===== config.mk =====
export PLATFORM = sky130hd
export DESIGN_NAME = mult_share_arb_flat
export DESIGN_NICKNAME = d
export VERILOG_FILES = /design/src/rtl/mult_share_arb_pkg.sv /design/src/rtl/mult_share_arb_if.sv /design/src/rtl/mult_share_arb_mult.sv /design/src/rtl/mult_share_arb_rr_arb.sv /design/src/rtl/mult_share_arb.sv /design/src/flat_wrapper.sv
export SDC_FILE = /design/constraint.sdc
export NUM_CORES = 1
export LEC_CHECK = 0
export CAP_MARGIN = 5
export CELL_PAD_IN_SITES_DETAIL_PLACEMENT = 1
export CELL_PAD_IN_SITES_GLOBAL_PLACEMENT = 1
export CORE_UTILIZATION = 42
export CTS_BUF_LIST = sky130_fd_sc_hd__clkbuf_8
export CTS_CLUSTER_SIZE = 8
export DETAILED_ROUTE_END_ITERATION = 16
export PLACE_DENSITY = 0.84
export SKIP_CTS_REPAIR_TIMING = 1
export SYNTH_ARGS = -nofsm -noshare
export SYNTH_HDL_FRONTEND = slang
export SYNTH_SLANG_ARGS = --single-unit

===== constraint.sdc =====
create_clock -name CLK -period 6.72 [get_ports CLK]
set_input_delay 1.344 -clock CLK [delete_from_list [all_inputs] [get_ports CLK]]
set_output_delay 1.344 -clock CLK [all_outputs]
set_load 0.005 [all_outputs]

===== src/rtl/mult_share_arb_pkg.sv =====
// Shared constants and helpers for the shared-multiplier arbiter.
// Operand mode encoding and a constant clog2 used for ID widths.
package mult_share_arb_pkg;

    localparam logic TC_UNSIGNED = 1'b0;
    localparam logic TC_SIGNED   = 1'b1;

    function automatic int clog2(input int n);
        int r;
        r = 0;
        while ((1 << r) < n) r++;
        return r;
    endfunction

endpackage


===== src/rtl/mult_share_arb_if.sv =====
// Request/result bus of mult_share_arb: per-requester operands in, single result stream out.
interface mult_share_arb_if #(
    parameter int NREQ    = 4,
    parameter int A_width = 8,
    parameter int B_width = 8,
    parameter int P_width = 16
);
    import mult_share_arb_pkg::*;
    localparam int IDW = clog2(NREQ);

    logic                      EN;
    logic [NREQ-1:0]           REQ_VLD;
    logic [NREQ-1:0]           REQ_RDY;
    logic [NREQ*A_width-1:0]   REQ_A;
    logic [NREQ*B_width-1:0]   REQ_B;
    logic [NREQ-1:0]           REQ_TC;
    logic                      RES_VLD;
    logic [IDW-1:0]            RES_ID;
    logic [P_width-1:0]        RES_PRODUCT;
    logic                      BUSY;

    modport master (
        output EN, REQ_VLD, REQ_A, REQ_B, REQ_TC,
        input  REQ_RDY, RES_VLD, RES_ID, RES_PRODUCT, BUSY
    );

    modport slave (
        input  EN, REQ_VLD, REQ_A, REQ_B, REQ_TC,
        output REQ_RDY, RES_VLD, RES_ID, RES_PRODUCT, BUSY
    );

endinterface


===== src/rtl/mult_share_arb_mult.sv =====
// Pipelined signed/unsigned multiplier, DELAY register stages, MSB-aligned product slice.
module mult_pipe
    import mult_share_arb_pkg::*;
#(
    parameter int A_width = 8,
    parameter int B_width = 8,
    parameter int P_width = 16,
    parameter int DELAY   = 2
) (
    input  logic               CLK,
    input  logic [A_width-1:0] i_a,
    input  logic [B_width-1:0] i_b,
    input  logic               i_tc,
    output logic [P_width-1:0] o_p
);
    localparam int FW = A_width + B_width;

    logic                            w_sa;
    logic                            w_sb;
    logic signed [FW-1:0]            w_a_ext;
    logic signed [FW-1:0]            w_b_ext;
    logic signed [FW-1:0]            w_full;
    logic [P_width-1:0]              w_p;
    logic [DELAY-1:0][P_width-1:0]   r_pipe;

    // Extending both operands to the full product width keeps the modular product exact,
    // including most-negative operands in signed mode.
    assign w_sa    = (i_tc == TC_SIGNED) && i_a[A_width-1];
    assign w_sb    = (i_tc == TC_SIGNED) && i_b[B_width-1];
    assign w_a_ext = {{B_width{w_sa}}, i_a};
    assign w_b_ext = {{A_width{w_sb}}, i_b};
    assign w_full  = w_a_ext * w_b_ext;
    assign w_p     = P_width'(w_full >>> (FW - P_width));

    always_ff @(posedge CLK) begin
        r_pipe[0] <= w_p;
        for (int s = 1; s < DELAY; s++) r_pipe[s] <= r_pipe[s-1];
    end

    assign o_p = r_pipe[DELAY-1];

endmodule


===== src/rtl/mult_share_arb_rr_arb.sv =====
// Round-robin grant: first set request strictly after i_ptr, wrapping; one-hot output.
module rr_arb #(
    parameter int NREQ = 4,
    parameter int IDW  = 2
) (
    input  logic [NREQ-1:0] i_req,
    input  logic [IDW-1:0]  i_ptr,
    output logic [NREQ-1:0] o_grant
);

    logic w_found;

    // Two passes over constant indices: above the pointer first, then the wrapped part.
    always_comb begin
        o_grant = '0;
        w_found = 1'b0;
        for (int i = 0; i < NREQ; i++) begin
            if (!w_found && i_req[i] && (i > int'(i_ptr))) begin
                o_grant[i] = 1'b1;
                w_found    = 1'b1;
            end
        end
        for (int i = 0; i < NREQ; i++) begin
            if (!w_found && i_req[i] && (i <= int'(i_ptr))) begin
                o_grant[i] = 1'b1;
                w_found    = 1'b1;
            end
        end
    end

endmodule


===== src/rtl/mult_share_arb.sv =====
// NREQ requesters share one pipelined multiplier through a round-robin arbiter.
// Define MULT_SHARE_ARB_PRIO_EN to give requester 0 strict priority over the rest.
module mult_share_arb
    import mult_share_arb_pkg::*;
#(
    parameter int NREQ    = 4,
    parameter int DELAY   = 2,
    parameter int A_width = 8,
    parameter int B_width = 8,
    parameter int P_width = 16
) (
    input  logic             CLK,
    input  logic             RST,
    mult_share_arb_if.slave  bus
);
    localparam int IDW = clog2(NREQ);

    logic [NREQ-1:0]          w_rr_req;
    logic [NREQ-1:0]          w_rr_grant;
    logic [NREQ-1:0]          w_grant;
    logic [NREQ-1:0]          w_rdy;
    logic                     w_xfer;
    logic                     w_ptr_ld;
    logic [IDW-1:0]           w_idx;
    logic [A_width-1:0]       w_a;
    logic [B_width-1:0]       w_b;
    logic                     w_tc;
    logic [P_width-1:0]       w_prod;

    logic [IDW-1:0]           r_ptr;
    logic [DELAY:0]           r_vld_pipe;
    logic [DELAY:0][IDW-1:0]  r_id_pipe;
    logic [A_width-1:0]       r_iss_a;
    logic [B_width-1:0]       r_iss_b;
    logic                     r_iss_tc;

`ifdef MULT_SHARE_ARB_PRIO_EN
    // Requester 0 bypasses the ring; the pointer only tracks the others.
    assign w_rr_req = bus.REQ_VLD & ~NREQ'(1);
    assign w_grant  = bus.REQ_VLD[0] ? NREQ'(1) : w_rr_grant;
    assign w_ptr_ld = w_xfer && (w_idx != '0);
`else
    assign w_rr_req = bus.REQ_VLD;
    assign w_grant  = w_rr_grant;
    assign w_ptr_ld = w_xfer;
`endif

    rr_arb #(
        .NREQ (NREQ),
        .IDW  (IDW)
    ) u_rr_arb (
        .i_req   (w_rr_req),
        .i_ptr   (r_ptr),
        .o_grant (w_rr_grant)
    );

    assign w_rdy       = w_grant & {NREQ{bus.EN & ~RST}};
    assign w_xfer      = |w_rdy;
    assign bus.REQ_RDY = w_rdy;

    always_comb begin
        w_idx = '0;
        w_a   = '0;
        w_b   = '0;
        w_tc  = 1'b0;
        for (int i = 0; i < NREQ; i++) begin
            if (w_grant[i]) begin
                w_idx = IDW'(i);
                w_a   = bus.REQ_A[i*A_width +: A_width];
                w_b   = bus.REQ_B[i*B_width +: B_width];
                w_tc  = bus.REQ_TC[i];
            end
        end
    end

    // Issue stage plus tag valid pipeline; stage 0 is the issue register.
    always_ff @(posedge CLK) begin
        if (RST) begin
            r_vld_pipe <= '0;
            r_ptr      <= IDW'(NREQ-1);
            r_iss_tc   <= TC_UNSIGNED;
        end else begin
            r_vld_pipe <= {r_vld_pipe[DELAY-1:0], w_xfer};
            if (w_ptr_ld) r_ptr <= w_idx;
            if (w_xfer) begin
                r_iss_a  <= w_a;
                r_iss_b  <= w_b;
                r_iss_tc <= w_tc;
            end
        end
    end

    // IDs ride alongside the valid bits; they are masked at the output when invalid.
    always_ff @(posedge CLK) begin
        r_id_pipe[0] <= w_idx;
        for (int s = 1; s <= DELAY; s++) r_id_pipe[s] <= r_id_pipe[s-1];
    end

    mult_pipe #(
        .A_width (A_width),
        .B_width (B_width),
        .P_width (P_width),
        .DELAY   (DELAY)
    ) u_mult (
        .CLK  (CLK),
        .i_a  (r_iss_a),
        .i_b  (r_iss_b),
        .i_tc (r_iss_tc),
        .o_p  (w_prod)
    );

    assign bus.RES_VLD     = r_vld_pipe[DELAY];
    assign bus.RES_ID      = r_vld_pipe[DELAY] ? r_id_pipe[DELAY] : '0;
    assign bus.RES_PRODUCT = r_vld_pipe[DELAY] ? w_prod : '0;
    assign bus.BUSY        = |r_vld_pipe;

endmodule


===== src/flat_wrapper.sv =====
// flat-port wrapper written by rule: the top's interface ports become plain ports
module mult_share_arb_flat import mult_share_arb_pkg::*;
#(
    parameter int NREQ    = 4,
    parameter int DELAY   = 2,
    parameter int A_width = 8,
    parameter int B_width = 8,
    parameter int P_width = 16
)
  (CLK, RST, bus_EN, bus_REQ_VLD, bus_REQ_A, bus_REQ_B, bus_REQ_TC, bus_REQ_RDY, bus_RES_VLD, bus_RES_ID, bus_RES_PRODUCT, bus_BUSY);
  mult_share_arb_if #(.NREQ(NREQ), .A_width(A_width), .B_width(B_width), .P_width(P_width)) bus_i ();
  input  logic CLK;
  input  logic RST;
  input wire logic [$bits(bus_i.EN)-1:0] bus_EN;
  input wire logic [$bits(bus_i.REQ_VLD)-1:0] bus_REQ_VLD;
  input wire logic [$bits(bus_i.REQ_A)-1:0] bus_REQ_A;
  input wire logic [$bits(bus_i.REQ_B)-1:0] bus_REQ_B;
  input wire logic [$bits(bus_i.REQ_TC)-1:0] bus_REQ_TC;
  output wire logic [$bits(bus_i.REQ_RDY)-1:0] bus_REQ_RDY;
  output wire logic [$bits(bus_i.RES_VLD)-1:0] bus_RES_VLD;
  output wire logic [$bits(bus_i.RES_ID)-1:0] bus_RES_ID;
  output wire logic [$bits(bus_i.RES_PRODUCT)-1:0] bus_RES_PRODUCT;
  output wire logic [$bits(bus_i.BUSY)-1:0] bus_BUSY;
  assign bus_i.EN = bus_EN;
  assign bus_i.REQ_VLD = bus_REQ_VLD;
  assign bus_i.REQ_A = bus_REQ_A;
  assign bus_i.REQ_B = bus_REQ_B;
  assign bus_i.REQ_TC = bus_REQ_TC;
  assign bus_REQ_RDY = bus_i.REQ_RDY;
  assign bus_RES_VLD = bus_i.RES_VLD;
  assign bus_RES_ID = bus_i.RES_ID;
  assign bus_RES_PRODUCT = bus_i.RES_PRODUCT;
  assign bus_BUSY = bus_i.BUSY;
  mult_share_arb #(.NREQ(NREQ), .DELAY(DELAY), .A_width(A_width), .B_width(B_width), .P_width(P_width)) u_core (.CLK(CLK), .RST(RST), .bus(bus_i));
endmodule

== Yosys cells after proc, flatten, opt, wreduce, memory -nomap -nowiden ==
Index checks and enable logic that the tools add are counted.
Storage, ports and cells
  register bits after elaboration: 60
  bits in latches: 0
  memory bits (writable): 0
  ROM bits: 0
  input port bits: 75
  memories: 0
Operators by class
  $add $sub $neg: 0
  $mul: 1
  divide/modulo/power cells: 0
  magnitude comparators: 6
  equality and inequality tests: 0
  shifts and indexed selects: 0
  muxes and demuxes: 29
  bitwise operators: 3
  reductions and logical operators: 23
Operators by type and width (number)
  $mux 8: 8
  $mux 1: 17
  $mul 9x9->16: 1
  $mux 16: 1
  $logic_and 1x1->1: 14
  $logic_not 1->1: 6
  $mux 2: 3
  $and 4x4->4: 1
  $gt 2x2->1 const A: 2
  $le 2x2->1 const A: 2
  $reduce_or 4->1: 1
  $reduce_or 3->1: 1
  $gt 1x2->1 const A: 1
  $le 1x2->1 const A: 1
  $reduce_and 2->1: 1
  $and 1x1->1: 1
  $not 1->1: 1

== Depth between registers and ports, before layout ==
Gate-level depths: netlist of run 1.
  word-level depth: 29
  depth in mapped cells: 18
  gate-level depth less buffers: 17

== Cells and area by module ==
A second synthesis of run 1 with hierarchy kept.
Unflattened totals
  cell total of the unflattened synthesis: 526
  area total of the unflattened synthesis: 5096.1 sq um
By module, submodules not included
  mult_pipe: times used 1, cells each 377, area each 3569.7 sq um, sequential area each 640.6 sq um
  mult_share_arb: times used 1, cells each 133, area each 1428.9 sq um, sequential area each 720.7 sq um
  rr_arb: times used 1, cells each 16, area each 97.6 sq um, sequential area each 0.0 sq um

== Least setup slack after synthesis of run 1 ==
Ideal clock, no wire load.
  kind: flip-flop to flip-flop
  start: register u_core.r_iss_b[7]
  end: register u_core.u_mult.r_pipe[14] (netlist bit)
  arrival: 4.819 ns
  data required time: 6.648 ns
  setup slack: 1.829 ns
  stages on the path, launching flop included: 18
  path buffers: 1
  cells stage by stage: edfxtp_1 clkbuf_1 nand2_1 or2_2 fa_1 fa_1 inv_1 fa_1 fa_1 inv_1 fa_1 inv_1 ha_1 or4_1 a211oi_2 o31ai_1 a21oi_1 xnor2_1
On the way
  word-level cells in the longest chain between the ends: 2
RTL lines
  from (decl): RTL line mult_share_arb.sv:34  | logic [B_width-1:0] r_iss_b;
  from (signal assigned): RTL line mult_share_arb.sv:87  | r_iss_b <= w_b;
  $logic_and 1x1->1: RTL line mult_share_arb_mult.sv:29  | assign w_sb = (i_tc == TC_SIGNED) && i_b[B_width-1];
  $mul 9x9->16 (*): RTL line mult_share_arb_mult.sv:32  | assign w_full = w_a_ext * w_b_ext;
  via u_core.u_mult.w_full[14]: RTL line mult_share_arb_mult.sv:22  | logic signed [FW-1:0] w_full;
  to (decl): RTL line mult_share_arb_mult.sv:24  | logic [DELAY-1:0][P_width-1:0] r_pipe;
Mark *: on every way through the listed nets, which the timed path passes. The rest lies on a longest branch.
A chain may end at the register's enable or synchronous reset.

== Worst setup path after layout of run 1 ==
Same ends and word-level chain as after synthesis.

==> results.ini, run 1 <==
[run_status]
status=complete, no violations

[cts]
cts.clk_slew.worst_paths_ns=0.08
cts.sinks=60
clock_latency_ns=0.35
cts_tree=yes
root_buffer=clkbuf_8
clockBufferDepth=2
cts_made_buffers=9
htree_levels=3

[setup_path]
arrival_ns=5.48
worstSetupStartpointType=register
crit_fanout=10
cp.required_ns=6.99
worstSetupEndpointType=register
path_class=register to register

[synthesis]
synth-edff-count=16
synth_cells=475
synth_cell_type_count=48
ys.flop_type=dfxtp_1
netlist.area_leader.share_pct=25.86
avgSynthCellArea_um2=10.27
synth-seq-area-share_pct=27.91
synth_area_leaders=fa_1 (26%), dfxtp_1 (18%), edfxtp_1 (9.9%)
ys_ff_latch=60
synth.most_common_cell=inv_1
synth_common_cells=inv_1 (82), fa_1 (63), and2_1 (51)
async_reset_ff_share_pct=0
yosysTopAreaCell=fa_1
yosys_warnings=0
synth_nets=646
synth_area_um2=4877

[sta]
slew_headroom_pct=29.80
clock_skew_ns=0.01530
rsz0062_at_grt=no
fmax_mhz=192.1
setup_viol=0
period_share_pct=77.46
hold_violations=0
period_needed_ns=5.206
setup_tns_ns=0
tightest_slew_ns=1.053
report.final.slew_viol_count=0

[pwr]
sw_frac_of_total_pct=37.70
p_sw_w=0.0006313
share_seq_of_total_power_pct=31.0
clock_power_share_pct=19.7
p_per_area_nw_per_um2=274.7
peakVddDrop_mv=0.2057
p_leak_nw=2.752
comb_power_share_pct=49.3
power.internal_w=0.001043

[global_routing]
grt_start_max_net_pins=22
gr-total-overflow=0
antenna_found_initial=0
track_usage_pct=21.95
grt_pass1_vias=4167
grt_pass1_wl_um=19550

[route]
drtAntennaViolNets=0
dr.pass1.iters=4
drc=0
drt_wl_total_um=11820
routedWlPerCell_um=16.67
num_vias=3656
drtIter0Drc=82
post_drt_via_cell_ratio=5.157

[die]
ios=99
rows=38
die_h_um=109.8
die_x_um=109.8
core_um2=11080
die_area_um2=12050
initial_core_util_pct=44.03

[layout]
antenna-diode-count=0
final_nets=735
areaGrowthSynthToFinish_pct=24.99
nFillCells=1235
drive_gt1_share_pct=5.624
final_util_pct=55.03

[place]
dp_hpwl_um=9801
place.gp.congestion=0.8532
port_buffers=98

[job]
drv_cap=0

[worst_hold_path]
hp-class=register to register

## through the flow
step	cell area (um^2)	setup slack [ns]	instances	total power, W	hold WS [ns]
floorplan	4877	1.829	475	0.001113	0.3096
global placement	5906	1.743	693	0.001290	0.3109
detailed placement	5906	1.551	693	0.001336	0.3143
CTS	6096	1.494	709	0.001700	0.3270
global route	6096	1.236	709	0.001826	0.3274
finish	6096	1.514	709	0.001674	0.3252
## cell type report
class,instances,area [um^2],share of cell area [%]
multi-input cells,313,3080,50.53
clock inverters,7,66.31,1.088
flip-flops and latches,60,1361,22.33
inverters,82,307.8,5.049
clock buffers,9,123.9,2.032
well taps,140,175.2,2.874
repair buffers,98,980.9,16.09
## worst max-delay path: stages (launching register included)
cell	delay, ns
edfxtp_1	0.52
nand2_1	0.26
or2_2	0.35
fa_1	0.47
fa_1	0.50
inv_1	0.05
fa_1	0.46
fa_1	0.50
inv_1	0.05
fa_1	0.49
inv_1	0.04
ha_1	0.22
or4_1	0.54
a211oi_2	0.25
o31ai_1	0.11
a21oi_1	0.18
xnor2_1	0.13
## registers in the layout, summed over array words and instances, names as in the netlist
signal                count
u_core.u_mult.r_pipe     16
u_core.r_iss_a            8
u_core.r_iss_tc           1
u_core.r_id_pipe          6
u_core.r_ptr              2
u_core.r_iss_b            8
u_core.u_mult.o_p        16
u_core.r_vld_pipe         3
## path summary, 6_finish.rpt
kind	from	endpoint	slack, ns	cells after the start
max	u_core.r_iss_b[7]	u_core.u_mult.r_pipe[14]	1.51	16
min	u_core.u_mult.r_pipe[7]	u_core.u_mult.o_p[7]	0.33	0
max reg2reg	u_core.r_iss_b[7]	u_core.u_mult.r_pipe[14]	1.51	16
min reg2reg	u_core.u_mult.r_pipe[7]	u_core.u_mult.o_p[7]	0.33	0
## power by group through the flow
stage | registers (W) | logic [W] | clock network (W)
after floorplan | 0.000505 | 0.000608 | 0
after global placement | 0.000523 | 0.000766 | 0
after detailed placement | 0.000530 | 0.000806 | 0
after CTS | 0.000521 | 0.000844 | 0.000335
after global routing | 0.000530 | 0.000948 | 0.000348
final | 0.000519 | 0.000825 | 0.000330
## cells in the final DEF, fill, tap and decap left out, drive strengths merged, types with 3 or more instances in the layout
cell / count
clkbuf: 9
fa: 63
a21oi: 8
nor2: 15
inv: 85
xnor2: 16
or2: 4
a22o: 16
nand2: 46
nand2b: 3
and2: 52
a221o: 16
o21ai: 7
clkdlybuf4s50: 98
ha: 33
o22ai: 3
edfxtp: 16
dfxtp: 44
nor2b: 6
## layer usage
metal / vias up / GRT usage (%) / part of all wire [%]
met4: 0 / 10.10 / 3.1
met2: 110 / 41.78 / 54
li1: 1706 / - / -
met5: - / 0 / 0
met1: 1811 / 22.90 / 38
met3: 29 / 4.564 / 4.6
## cells by family after synthesis
| logic type | after synthesis | share of synthesized area [%] |
|---|---|---|
| adders and majority gates | 96 | 34.33 |
| and+or+nand+nor | 131 | 13.80 |
| xor gates and xnor gates | 17 | 3.053 |
| DFF | 60 | 27.91 |
| buffers and inverters | 102 | 9.005 |
| AOI/OAI and AO/OA | 69 | 11.90 |
Note: power is estimated with default switching activity, not from simulation.
==> run 2: changes to the inputs <==
- clock period: 6.72 -> 5.5 ns (I/O delays scaled with it)
==> results.ini, run 2 (same netlist as run 1, synthesis figures left out) <==
[run_status]
status=complete, no violations

[sta]
period_share_pct=92.72  ; +15 points
hold_violations=0  ; unchanged
clock_skew_ns=0.01133  ; -0.003962 ns
setup_viol=0  ; unchanged
period_needed_ns=5.100  ; -0.1060 ns
tightest_slew_ns=1.087  ; +0.03385 ns
setup_tns_ns=0  ; unchanged
rsz0062_at_grt=no
slew_headroom_pct=27.55  ; -2.3 points
report.final.slew_viol_count=0  ; unchanged
fmax_mhz=196.1  ; +2.1%

[cts]
root_buffer=clkbuf_8
cts.sinks=60  ; unchanged
clock_latency_ns=0.35  ; about the same
cts.clk_slew.worst_paths_ns=0.08  ; about the same
clockBufferDepth=2  ; unchanged
cts_made_buffers=9  ; unchanged
cts_tree=yes
htree_levels=3  ; unchanged

[setup_path]
max_stage_delay_ns=0.54  ; about the same
cp.required_ns=5.78  ; -1.21 ns
cpMostUsedCell=fa_1
path_cells=and2_1, nand2_1, fa_1, inv_1, fa_1, fa_1, fa_1, inv_1, fa_1, inv_1, ha_1, or4_1, a211oi_2, o31ai_1, a21oi_1, xnor2_1
path_class=register to register
critPathTopFamily=adder cells
critPathBufInv=3  ; unchanged
arrival_ns=5.38  ; -0.10 ns
worstSetupStartpointType=register
crit_fanout=10  ; unchanged
crit_slowest_cell=or4_1
worstSetupEndpointType=register

[layout]
final_nets=738  ; +0.41%
layout_common_cells=clkdlybuf4s50_1 (98), inv_1 (84), fa_1 (63)
final_util_pct=55.25  ; +0.23 points
drive_gt1_share_pct=5.944  ; +0.32 points
antenna-diode-count=0  ; unchanged
areaGrowthSynthToFinish_pct=25.50
nFillCells=1229  ; -0.49%
final_common_cell=clkdlybuf4s50_1

[job]
drv_cap=0  ; unchanged

[route]
drtAntennaViolNets=0  ; unchanged
dr.pass1.iters=5  ; +1
post_drt_via_cell_ratio=5.173  ; +0.31%
drt_wl_total_um=11990  ; +1.5%
wl_met1_um=4631  ; +2.9%
wl_met3_um=525  ; -3.8%
routedWlPerCell_um=16.84  ; +1.0%
num_vias=3683  ; +0.74%
top_layer=met4
route.met2.wl_um=6304  ; -1.5%
drtIter0Drc=136  ; +66%
drc=0  ; unchanged

[global_routing]
antenna_found_initial=0  ; unchanged
grt_pass1_vias=4230  ; +1.5%
grt_pass1_wl_um=20040  ; +2.5%
gr-total-overflow=0  ; unchanged
track_usage_pct=22.41  ; +0.46 points
grt_start_max_net_pins=22  ; unchanged

[die]
die_x_um=109.8  ; unchanged
die_h_um=109.8  ; unchanged
die_area_um2=12050  ; unchanged
rows=38  ; unchanged
initial_core_util_pct=44.03  ; unchanged
core_um2=11080  ; unchanged
ios=99  ; unchanged

[pwr]
peakVddDrop_mv=0.2671  ; +30%
p_leak_nw=2.774  ; +0.81%
p_per_area_nw_per_um2=334.4  ; +22%

[place]
place.gp.congestion=0.8535  ; about the same
dp_hpwl_um=10020  ; +2.2%
port_buffers=98  ; unchanged

[worst_hold_path]
hp-class=register to register

## run 2: changes by cell type in the layout (fill, tap and decap cells not counted), sizes merged
| cell | before | now |
|---|---|---|
| buf | 0 | 3 |
| clkbuf | 9 | 10 |
| clkinv | 2 | 1 |
| clkinvlp | 1 | 0 |
| inv | 85 | 86 |
## run 2: final timing paths
kind / from / end / slack [ns] / depth (start not counted)
hold / removal: u_core.u_mult.r_pipe[10] / u_core.u_mult.o_p[10] / 0.32 / 0
setup / recovery: u_core.r_iss_a[7] / u_core.u_mult.r_pipe[14] / 0.40 / 16
setup reg to reg: u_core.r_iss_a[7] / u_core.u_mult.r_pipe[14] / 0.40 / 16
hold reg to reg: u_core.u_mult.r_pipe[10] / u_core.u_mult.o_p[10] / 0.32 / 0
## run 2: power breakdown
part | internal, W | leakage [nW] | switching, W
Sequential | 0.000588 | 0.521 | 0.0000433
Clock | 0.000218 | 0.110 | 0.000183
Combinational | 0.000478 | 2.14 | 0.000537
## run 2: final cells by class
type | instances | area, um^2 | share of cell area, %
clock inverters | 6 | 55.05 | 0.8994
flip-flops and latches | 60 | 1361 | 22.24
inverters | 82 | 307.8 | 5.029
clock buffers | 10 | 137.6 | 2.249
well taps | 140 | 175.2 | 2.862
repair buffers | 101 | 1003 | 16.39
multi-input cells | 313 | 3080 | 50.33
## run 2: worst register-to-register path: stages (launching register included)
cell and delay (ns):
edfxtp_1 0.50, and2_1 0.25, nand2_1 0.18, fa_1 0.53, inv_1 0.05, fa_1 0.48
fa_1 0.50, fa_1 0.49, inv_1 0.05, fa_1 0.50, inv_1 0.05, ha_1 0.24
or4_1 0.54, a211oi_2 0.25, o31ai_1 0.11, a21oi_1 0.19, xnor2_1 0.13
## run 2: through the flow
stage	total power, W	instance area (um^2)	instances	setup WS (ns)	hold slack [ns]
after floorplan	0.001359	4877	475	0.6085	0.3096
after global placement	0.001578	5928	696	0.5910	0.3098
after detailed placement	0.001644	5928	696	0.4051	0.3138
after CTS	0.002075	6121	712	0.3511	0.3226
after global routing	0.002234	6121	712	0.1208	0.3339
final	0.002047	6121	712	0.4004	0.3206
## run 2: layer usage
| metal | vias to the layer above | track usage [%] |
|---|---|---|
| met5 | - | 0 |
| li1 | 1712 | - |
| met2 | 124 | 41.87 |
| met1 | 1806 | 23.98 |
| met4 | 0 | 12.19 |
| met3 | 41 | 3.616 |
